[src/rtl/serial_frame_receiver.sv]
// Serial-to-parallel back end of the shift chain: samples one bit per clock,
// frames start/data(LSB first)/optional even parity/stop and reports the result.
module serial_frame_receiver #(
  parameter int DATA_W    = 8,
  parameter bit PARITY_EN = 1'b1
) (
  input  logic              clk,
  input  logic              rst,
  input  logic              sin,
  output logic [DATA_W-1:0] data_out,
  output logic              valid,
  output logic              par_err,
  output logic              frame_err,
  output logic              busy
);

  // state    | meaning
  // S_IDLE   | waiting for a start bit (sin=1)
  // S_DATA   | sampling data bit r_cnt into the holding register
  // S_PARITY | sampling the even-parity bit
  // S_STOP   | sampling the stop bit and reporting the frame
  localparam int CNT_W = (DATA_W > 1) ? $clog2(DATA_W) : 1;

  localparam logic [1:0] S_IDLE   = 2'd0;
  localparam logic [1:0] S_DATA   = 2'd1;
  localparam logic [1:0] S_PARITY = 2'd2;
  localparam logic [1:0] S_STOP   = 2'd3;

  logic [1:0]        r_state;
  logic [CNT_W-1:0]  r_cnt;
  logic [DATA_W-1:0] r_hold;
  logic              r_par_bit;
  logic [DATA_W-1:0] r_data_out;
  logic              r_valid;
  logic              r_par_err;
  logic              r_frame_err;

  logic w_last_bit;
  logic w_par_ok;

  assign w_last_bit = (r_cnt == CNT_W'(DATA_W - 1));
  assign w_par_ok   = !PARITY_EN || ((^r_hold) == r_par_bit);

  always_ff @(posedge clk or negedge rst) begin
    if (!rst) begin
      r_state     <= S_IDLE;
      r_cnt       <= '0;
      r_hold      <= '0;
      r_par_bit   <= 1'b0;
      r_data_out  <= '0;
      r_valid     <= 1'b0;
      r_par_err   <= 1'b0;
      r_frame_err <= 1'b0;
    end else begin
      r_valid     <= 1'b0;
      r_par_err   <= 1'b0;
      r_frame_err <= 1'b0;
      case (r_state)
        S_IDLE: begin
          if (sin) begin
            r_state <= S_DATA;
            r_cnt   <= '0;
          end
        end
        S_DATA: begin
          r_hold[r_cnt] <= sin;
          // hold the counter on the last bit so it never wraps inside a frame
          if (w_last_bit) begin
            r_state <= PARITY_EN ? S_PARITY : S_STOP;
          end else begin
            r_cnt <= r_cnt + 1'b1;
          end
        end
        S_PARITY: begin
          r_par_bit <= sin;
          r_state   <= S_STOP;
        end
        S_STOP: begin
          // a 1 here is a framing error, never a new start bit
          r_state <= S_IDLE;
          if (sin) begin
            r_frame_err <= 1'b1;
          end else if (w_par_ok) begin
            r_data_out <= r_hold;
            r_valid    <= 1'b1;
          end else begin
            r_par_err <= 1'b1;
          end
        end
        default: r_state <= S_IDLE;
      endcase
    end
  end

  assign data_out  = r_data_out;
  assign valid     = r_valid;
  assign par_err   = r_par_err;
  assign frame_err = r_frame_err;
  assign busy      = (r_state != S_IDLE);

endmodule

[config.mk]
export PLATFORM = sky130hd
export DESIGN_NAME = serial_frame_receiver
export DESIGN_NICKNAME = d
export VERILOG_FILES = /design/src/rtl/serial_frame_receiver.sv
export SDC_FILE = /design/constraint.sdc
export NUM_CORES = 1
export LEC_CHECK = 0
export ABC_AREA = 1
export CAP_MARGIN = 40
export CORE_ASPECT_RATIO = 0.8
export CORE_MARGIN = 1.5
export CORE_UTILIZATION = 60
export CTS_CLUSTER_SIZE = 40
export DETAILED_ROUTE_END_ITERATION = 8
export DONT_BUFFER_PORTS = 1
export PLACE_DENSITY = 0.76
export SLEW_MARGIN = 30
export SYNTH_ARGS = -nofsm -noshare
export SYNTH_HDL_FRONTEND = slang
export SYNTH_SLANG_ARGS = --single-unit
[constraint.sdc]
create_clock -name clk -period 1.88 [get_ports clk]
set_clock_uncertainty 0.1 [all_clocks]
set_input_delay 0.376 -clock clk [delete_from_list [all_inputs] [get_ports clk]]
set_output_delay 0.376 -clock clk [all_outputs]
set_load 0.1 [all_outputs]
Word level (Yosys, flattened, before mapping)
Index checks and enable logic that the tools add are counted.
Word-level totals
  flip-flop bits (word level): 25
  input bits: 3
  output and inout port bits: 12
  logic and storage cells: 45
Cells by class
  add/sub/neg operators: 1
  $lt $le $gt $ge: 2
  equality and inequality tests: 8
  multiplexer cells: 17
  bitwise logic cells: 1
  reduce and logical (&&, ||, !) cells: 8
Operator list (count)
  $mux W1: 9
  $bwmux W8: 1
  $pmux W2 S4: 1
  $reduce_xor A8 Y1: 1
  $mux W3: 2
  $ne A2 B2 Y1 const B: 3
  $pmux W3 S2: 1
  $reduce_and A3 Y1: 2
  $eq A2 B2 Y1 const B: 2
  $lt A3 B4 Y1 const B: 1
  $mux W2: 2
  $reduce_bool A2 Y1: 2
  $add A3 B1 Y3 const B: 1
  $demux W1 S3: 1
  $eq A3 B3 Y1 const B: 1
  $ge A3 B1 Y1 const B: 1
  $eq A2 B1 Y1 const B: 1
  $logic_not A2 Y1: 1
  $reduce_and A2 Y1: 1
  $eq A1 B1 Y1: 1
  $logic_and A1 B1 Y1: 1
  $not A1 Y1: 1

Depth between registers and ports, before layout
  word-level depth: 5
  gate-level depth with buffers: 11
  mapped depth without buffers: 11

Worst setup path after synthesis
No wires, ideal clock.
  kind: reg-to-reg
  start: reg r_state[0]
  end: reg r_cnt[2]
  setup time: 0.126 ns
  data arrival time: 1.730 ns
  required time: 1.654 ns
  path slack: -0.077 ns
  stages on the path, launching flop included: 9
  path buffers: 0
  period minus slack after synthesis: 1.957 ns
  path through: dfrtp_1 inv_1 ha_1 inv_1 o21ai_0 nand2_1 clkinv_1 nand3_1 o21ai_0
On the way
  word-level cells in the longest chain between the ends: 3
  elaborated cells on any way between the ends: 7
  those cells by class: eq/ne: 3; mux: 1; reduce/logical: 3
Ends and longest elaborated chain
  from (decl): line 29  | logic [1:0] r_state;
  from (signal assigned): line 69  | r_state <= PARITY_EN ? S_PARITY : S_STOP;
  $eq A2 B1 Y1 / $logic_not A2 Y1 (equally long branches): line 58  | case (r_state)
  $ne A2 B2 Y1 (no line) / $reduce_bool A2 Y1 (equally long branches)
  $reduce_and A3 Y1 (no line)
  to (signal assigned): line 71  | r_cnt <= r_cnt + 1'b1;
  to (decl): line 30  | logic [CNT_W-1:0] r_cnt;
Several ways; a longest one is shown, not always the timed one.
A chain may end at the register's enable or synchronous reset.

Worst setup path after layout
  start: reg r_state[0]
  end: out busy
On the way
  word-level cells in the longest chain between the ends: 1
Ends and longest elaborated chain
  $reduce_bool A2 Y1: line 99  | assign busy = (r_state != S_IDLE);
  to (decl): line 14  | output logic busy
No other way between the ends.

==> reports/metrics.yaml <==
global_route:
  grt-ovfl-total: 0
  grt_pass1_wl_mm: 4.46
  grt_use_total: 0.234
  antenna_found_initial: 0
  grt_pass1_vias: 1024
  grt_max_degree: 26
clock_tree:
  clock-root-buffer: "clkbuf_4"
  post_cts_buffers: 0
  cts_tree: "built"
  clock_latency_ps: 320
  htreeDepth: 1
  clock_path_buffers: 2
  clock-sinks: 25
  cts_buffers: 3
  clkTransAtPathRegs_ps: 130
die:
  die_h_microns: 45.6
  start_util: 0.636
  core_area_sq_um: 2140
  pin_count: 15
  rows: 15
  die-width_microns: 56.2
  dieArea_sq_um: 2560
synthesis:
  syn_nets: 176
  netlist_instances: 166
  yosysTopAreaCellShare: 0.460
  ys.flop_type: "dfrtp_1"
  seq_area_frac_synth: 0.460
  asyncSetResetFlopFracSynth: 1.00
  synth.avg_cell_area_sq_um: 8.19
  synth_cell_type_count: 19
  synth_edf_count: 0
  synth_area_leaders: "dfrtp_1, nand2_1, ha_1"
  synth_area_sq_um: 1360
  yosysTopAreaCell: "dfrtp_1"
  yosys_warnings: 0
  yosys_register_bits: 25
drt:
  routed_wirelength_mm: 2.52
  drt_first_pass_iters: 4
  vias: 1094
  wl_per_cell_microns: 11.9
  vias_per_cell: 5.18
  initialDrtViolationCount: 51
  drc: 0
  ant_nets: 0
timing:
  slew_headroom: 0.637
  tns_ps: 0
  hold_viol: 0
  maxSlewViolCount: 0
  rsz0062_at_grt: "false"
  setup_viol: 0
  period_share: 0.942
  tightest_slew_ps: 544
  max_freq_ghz: 0.565
  min_period_ps: 1770
finish:
  layout_common_cells: "nand2_1, dfrtp_1, inv_1"
  mostFrequentLayoutCell: "nand2_1"
  n_fill_cell: 168
  n_antenna_cell: 0
  fin_nets: 197
  area_growth_pct: 15.3
  drive_gt1_frac: 0.237
setup_path:
  arrival_ps: 1290
  crit_path_end_kind: "primary output"
  critPathKind: "reg2out"
  cp-start-kind: "flip-flop"
  critPathMaxFanout: 4
  required_ps: 1400
worst_hold_path:
  holdCritPathClass: "in2reg"
place:
  gp_congestion: 0.768
  hpwl_mm: 1.95
  port_buffers: 0
outcome:
  outcome: "completed"
flow_run:
  drv_cap: 0
[Yosys cell counts (2+ instances only)]
| library cell | instances |
|---|---|
| nand3_1 | 12 |
| o21ai_0 | 9 |
| nand2_1 | 51 |
| nand2_4 | 2 |
| nand2_2 | 11 |
| inv_1 | 22 |
| a21oi_1 | 6 |
| ha_1 | 7 |
| nand3_2 | 4 |
| a31oi_1 | 6 |
| dfrtp_1 | 25 |
| nor2_1 | 4 |
[through the flow]
step	instances	hold slack (ps)	cell area [sq um]	util	setup slack (ps)
final	211	40.2	1570	0.733	110
after floorplan	166	-19.6	1360	-	32.8
after global placement	204	-19.1	1490	0.698	297
after global routing	211	19.3	1570	0.733	25.3
after detailed placement	204	-19.1	1490	0.698	167
after CTS	210	23.3	1550	0.723	20.1
[critical path, cell delays in order (launching register included)]
cell        delay (ps)
dfrtp_1            430
inv_2              120
ha_4               160
clkinvlp_4          90
buf_8              180
[kinds of logic after synthesis]
family	Yosys count	synth area share
AO/OA/AOI/OAI	21	0.0828
adder cells (fa/ha/maj)	7	0.0644
buffers and inverters	24	0.0672
flip-flops	25	0.460
AND/OR/NAND/NOR	89	0.326
[repair_timing]
action / CTS / global route
hold buffers: 2 / 1
pin swaps: 0 / 0
gates resized for setup: 2 / 5
endpoints found under the setup margin: 1 / 3
hold endpoints to repair: 26 / 25
[routing by layer]
layer	global-route usage	vias to the layer above	wire length (microns)
met4	0.0714	0	22
li1	-	571	-
met2	0.445	19	1290
met5	0	-	0
met1	0.264	502	1110
met3	0.0597	2	99
[area by class of cell]
| class | count | area (sq um) | share of cell area |
|---|---|---|---|
| Inverter | 24 | 95.1 | 0.0607 |
| Multi-Input combinational cell | 117 | 658 | 0.420 |
| Sequential cell | 25 | 626 | 0.399 |
| Tap cell | 25 | 31.3 | 0.0200 |
| Clock inverter | 1 | 5.00 | 0.00319 |
| Clock buffer | 3 | 22.5 | 0.0144 |
| Timing Repair Buffer | 16 | 130 | 0.0830 |
[sequential cells by signal (all words and copies together), names as in the netlist]
signal and flops:
data_out 8, frame_err 1, par_err 1, r_cnt 3
r_hold 8, r_par_bit 1, r_state 2, valid 1
[worst paths after layout]
kind                                  start     endpoint  slack [ps]  cells after the start
worst min-delay path                    sin    frame_err          40                      2
worst min register to register  data_out[5]  data_out[5]         400                      2
worst max register to register     r_cnt[1]     r_cnt[1]         220                      8
min in group asynchronous               rst  data_out[1]         470                      2
max in group asynchronous               rst     r_cnt[0]         860                      2
worst max-delay path             r_state[0]         busy         110                      4
Power is not shown: default switching activity piles up to over one toggle a cycle in this logic, so the estimate is an artifact.
